$ cat src/rtl/md5_block_sched.sv
// Block sequencer for an MD5 compression core: takes padded 512-bit blocks, drives the core,
// keeps the chaining value across blocks, adds the core output into it and presents the digest.
module md5_block_sched #(
   parameter logic [127:0] IV          = 128'h67452301_efcdab89_98badcfe_10325476,
   parameter int           TIMEOUT_CYC = 256
) (
   input  logic         clk_i,
   input  logic         rst_i,
   input  logic         blk_valid_i,
   output logic         blk_ready_o,
   input  logic         blk_first_i,
   input  logic         blk_last_i,
   input  logic [511:0] blk_data_i,
   output logic         core_start_o,
   output logic [511:0] core_msg_o,
   output logic [127:0] core_iv_o,
   input  logic         core_done_i,
   input  logic [127:0] core_state_i,
   output logic         digest_valid_o,
   input  logic         digest_ready_i,
   output logic [127:0] digest_o,
   output logic         busy_o,
   output logic         err_o
);

   localparam int             TMR_W    = $clog2(TIMEOUT_CYC);
   localparam logic [TMR_W-1:0] TMR_LAST = TMR_W'(TIMEOUT_CYC - 1);

   typedef enum logic [1:0] {
      S_IDLE,
      S_START,
      S_RUN,
      S_OUT
   } state_t;

   state_t           r_state;
   logic [127:0]     r_cv;
   logic             r_chain_ok;
   logic [TMR_W-1:0] r_timer;
   logic             r_last;

   logic             r_blk_ready;
   logic             r_core_start;
   logic [511:0]     r_core_msg;
   logic [127:0]     r_core_iv;
   logic             r_digest_valid;
   logic [127:0]     r_digest;
   logic             r_busy;
   logic             r_err;

   logic             w_accept;
   logic [TMR_W-1:0] w_timer_nxt;
   logic             w_timeout;
   logic [127:0]     w_cv_sum;

   assign w_accept    = (r_state == S_IDLE) && blk_valid_i && r_blk_ready;
   assign w_timer_nxt = r_timer + TMR_W'(1);
   assign w_timeout   = (w_timer_nxt == TMR_LAST);

   // Per-word CV addition; each 32-bit lane wraps independently.
   // NOTE: every always_comb output gets a default first so no path can infer a latch.
   always_comb begin
      w_cv_sum = '0;
      for (int w = 0; w < 4; w++) begin
         w_cv_sum[32*w +: 32] = r_cv[32*w +: 32] + core_state_i[32*w +: 32];
      end
   end

   // NOTE: state registers use non-blocking assignments only, so every read in this block sees
   // the value from before the edge regardless of statement order.
   always_ff @(posedge clk_i) begin
      if (rst_i) begin
         r_state        <= S_IDLE;
         r_cv           <= IV;
         r_chain_ok     <= 1'b0;
         r_timer        <= '0;
         r_last         <= 1'b0;
         r_blk_ready    <= 1'b0;
         r_core_start   <= 1'b0;
         r_core_msg     <= '0;
         r_core_iv      <= '0;
         r_digest_valid <= 1'b0;
         r_digest       <= '0;
         r_busy         <= 1'b0;
         r_err          <= 1'b0;
      end else begin
         r_core_start <= 1'b0;
         r_err        <= 1'b0;

         case (r_state)
            S_IDLE: begin
               r_blk_ready <= 1'b1;
               if (w_accept) begin
                  r_core_msg <= blk_data_i;
                  r_last     <= blk_last_i;
                  if (blk_first_i) begin
                     r_cv         <= IV;
                     r_chain_ok   <= 1'b1;
                     r_core_iv    <= IV;
                     r_core_start <= 1'b1;
                     r_blk_ready  <= 1'b0;
                     r_busy       <= 1'b1;
                     r_state      <= S_START;
                  end else if (!r_chain_ok) begin
                     // Continuation block with no message in progress: drop it.
                     r_err <= 1'b1;
                  end else begin
                     r_core_iv    <= r_cv;
                     r_core_start <= 1'b1;
                     r_blk_ready  <= 1'b0;
                     r_busy       <= 1'b1;
                     r_state      <= S_START;
                  end
               end
            end

            S_START: begin
               r_timer <= '0;
               r_state <= S_RUN;
            end

            S_RUN: begin
               r_timer <= w_timer_nxt;
               if (core_done_i) begin
                  r_cv <= w_cv_sum;
                  if (r_last) begin
                     r_digest       <= w_cv_sum;
                     r_digest_valid <= 1'b1;
                     r_state        <= S_OUT;
                  end else begin
                     r_blk_ready <= 1'b1;
                     r_busy      <= 1'b0;
                     r_state     <= S_IDLE;
                  end
               end else if (w_timeout) begin
                  r_err       <= 1'b1;
                  r_chain_ok  <= 1'b0;
                  r_blk_ready <= 1'b1;
                  r_busy      <= 1'b0;
                  r_state     <= S_IDLE;
               end
            end

            S_OUT: begin
               if (digest_ready_i) begin
                  r_digest_valid <= 1'b0;
                  r_chain_ok     <= 1'b0;
                  r_blk_ready    <= 1'b1;
                  r_busy         <= 1'b0;
                  r_state        <= S_IDLE;
               end
            end

            default: begin
               r_state <= S_IDLE;
            end
         endcase
      end
   end

   assign blk_ready_o    = r_blk_ready;
   assign core_start_o   = r_core_start;
   assign core_msg_o     = r_core_msg;
   assign core_iv_o      = r_core_iv;
   assign digest_valid_o = r_digest_valid;
   assign digest_o       = r_digest;
   assign busy_o         = r_busy;
   assign err_o          = r_err;

endmodule
$ cat config.mk
export PLATFORM = sky130hd
export DESIGN_NAME = md5_block_sched
export DESIGN_NICKNAME = d
export VERILOG_FILES = /design/src/rtl/md5_block_sched.sv
export SDC_FILE = /design/constraint.sdc
export NUM_CORES = 2
export LEC_CHECK = 0
export CAP_MARGIN = 25
export CORE_AREA = 4 4 559 561
export CTS_CLUSTER_DIAMETER = 80
export DETAILED_ROUTE_END_ITERATION = 8
export DIE_AREA = 0 0 563 565
export PLACE_DENSITY = 0.38
export SLEW_MARGIN = 30
export SYNTH_ARGS = -nofsm -noshare
export SYNTH_HDL_FRONTEND = slang
export SYNTH_SLANG_ARGS = --single-unit
$ cat constraint.sdc
create_clock -name clk_i -period 6.4 [get_ports clk_i]
set_input_delay 0.96 -clock clk_i [delete_from_list [all_inputs] [get_ports clk_i]]
set_output_delay 0.96 -clock clk_i [all_outputs]
set_load 0.05 [all_outputs]
==> flow_summary.toml <==
[routing]
vias_per_cell = 3.89
drt_wl_total_um = 268000
drc = 0
wire_per_inst_um = 26.1
drt_pass1_iterations = 6
ant_nets = 0
drt_iter0_markers = 2796
dr_total_vias = 39800

[critical_path]
cp-start-kind = "input port"
critPathMaxStageDelay_ps = 670
path_cells = "clkdlybuf4s50_1 -> ha_1 -> fa_1 -> a21oi_1 -> o21ai_1 -> a2111oi_1 -> o21ai_1 -> nand3_1 -> nand2_1 -> o31ai_1 -> o21ai_1 -> nor4b_1 -> a211o_1"
crit_required_ps = 7120
crit_family = "compound AO/OA/AOI/OAI gates"
worst_path_max_delay_cell = "a2111oi_1"
cp_max_fo = 3
cp_num_cells = 13
r2r.worst_path.cells = 13
cp_common_cell = "o21ai_1"
crit_type = "in -> reg"
cp.arrival_ps = 4550
end_kind = "flop"
path_buf_inv = 1

[worst_hold_path]
hp-class = "reg -> reg"
min_path_cells = 2

[synthesis]
ys_ff_latch = 913
synth_edf_count = 0
synth_top_area_cell = "dfxtp_1"
synthArstFlopShare_pct = 0
synth_cell_type_count = 76
syn-num-nets = 5513
yosysSeqAreaShare_pct = 48.5
synth_flop_cell = "dfxtp_1"
synth_warnings = 0
synth_area_per_cell_um2 = 7.97
syn-cell-area_um2 = 37700
syn_inst = 4732
synth_area_leaders = "dfxtp_1 (48%), nand2_1 (14%), a21oi_1 (11%)"
yosysTopAreaCellShare_pct = 48.5

[placed_design]
port_buffers = 1419
place_inst = 9985
place_area_um2 = 56300
dp_slack_ps = 1760
hpwl_um = 213000
gp_congestion = 0.900

[clocking]
clock-sinks = 913
cts-root-buf = "clkbuf_16"
clockBufferDepth = 4
ctsHtreeMaxLevel = 4
cts_hold_buffers = 0
numCtsBuffers = 139
cts_tree = "done"
post_cts_buffers = 0
clock_latency_ps = 800
post_cts_resized = 0
clk_pin_slew_ps = 60

[timing]
finalHoldViolCount = 0
finClkSkew_ps = 67.5
tightest_slew_ps = 1110
rsz0062_at_grt = "false"
setup-violations-final = 0
period_needed_ps = 3830
slew_headroom_pct = 25.6
drv_slew = 0
period_share_pct = 59.9
timing.final.ws_setup_ps = 2570
tns_ps = 0
max_clock_freq_mhz = 261
whs_ps = 450

[outcome]
run_status = "finished clean"

[grt]
overflow = 0
grtUsageTotal_pct = 15.9
grt_pass1_vias = 39200
grt_max_degree = 177
grt_antenna_before_repair = 100
grt_pass1_wl_um = 353000

[power_and_ir_drop]
power.density_nw_per_um2 = 348
vdd_drop_max_mv = 0.175
p_leak_nw = 20.7
power_mw = 21.2

[layout]
regArea_um2 = 18300
fin_cells = 10300
final_nets = 6788
multi_input_area_um2 = 18200
most-common-layout-cells = "clkdlybuf4s50_1 (1385), nand2_1 (1356), dfxtp_1 (913)"
drive_gt1_share_pct = 5.51
layout_commonest_cell = "clkdlybuf4s50_1"
utilization_pct = 19.8
design_area_um2 = 61000
fillers = 34500
area_growth_pct = 61.8

[floorplanning]
core_area_um2 = 308000
dieArea_um2 = 318000
ios = 1420
rows = 204
initial_core_util_pct = 12.2
fp.dieH_um = 565
die_x_um = 563

[job]
maxCapViolations = 0
==> flip-flops by register name, summed over array words and instances, names as in the netlist <==
signal	flops
blk_ready_o	1
core_msg_o	512
r_state	2
digest_valid_o	1
busy_o	1
r_timer	8
r_chain_ok	1
err_o	1
r_last	1
r_cv	128
core_start_o	1
digest_o	128
core_iv_o	128
==> path summary, 6_finish.rpt <==
kind                                                  from                         end  slack (ps)
worst max-delay path                      core_state_i[64]   digest_o[94]$_SDFFE_PP0P_        2570
worst min-delay path            core_iv_o[26]$_SDFFE_PP0P_  core_iv_o[26]$_SDFFE_PP0P_         450
worst max register to register        r_cv[0]$_SDFFE_PP0P_       r_cv[30]$_SDFFE_PP0P_        2830
worst min register to register  core_iv_o[26]$_SDFFE_PP0P_  core_iv_o[26]$_SDFFE_PP0P_         450
==> logic make-up after synthesis <==
group           share of synthesized area (%)
fa+ha+maj                                4.53
simple gates                             22.2
compound gates                           18.4
mux                                    0.0266
buf+inv                                  3.60
xor+xnor                                 2.74
flops                                    48.5
==> area by class of cell <==
cell class | count | share of cell area [%]
clock buffer | 192 | 6.48
timing repair buffer | 1467 | 24.0
antenna | 20 | 0.0821
inverter | 29 | 0.178
multi-input combinational | 3457 | 29.8
clock inverter | 53 | 1.07
sequential | 913 | 30.0
tap | 4120 | 8.45
==> synthesized netlist by cell type (28+ instances only) <==
library cell / n
nor2_1: 248
o22ai_1: 30
o21ai_1: 33
xor2_1: 42
dfxtp_1: 913
xnor2_1: 74
a21oi_1: 804
nand3b_1: 73
nand2_1: 1357
nand3_1: 43
o21ai_0: 60
ha_1: 130
inv_1: 28
clkbuf_1: 306
a21o_1: 57
nand2b_1: 44
nor3_1: 157
==> report_power, final <==
| group | internal, mW | leakage [nW] | switching [mW] |
|---|---|---|---|
| clock | 4.72 | 2.26 | 3.15 |
| sequential | 6.26 | 7.41 | 0.386 |
| combinational | 1.94 | 11.0 | 4.75 |
| total | 12.9 | 20.7 | 8.29 |
==> worst register-to-register path, stage by stage (launching register included) <==
cell      delay [ps]
dfxtp_1          330
ha_1             260
fa_1             430
a21o_1           210
a21oi_1          330
nor2b_1          130
o311ai_1         260
buf_4            200
a31oi_1          150
a21oi_1          450
o221ai_1         220
o21ai_1          150
xor2_1           200
o21ai_0          110
==> layer usage <==
| layer | share of wire (%) | track usage [%] |
|---|---|---|
| met5 | 0.20 | 0 |
| met4 | 2.5 | 4.00 |
| met3 | 11 | 7.37 |
| met2 | 44 | 24.9 |
| met1 | 42 | 19.7 |
Power figures use the tool's default switching activity.
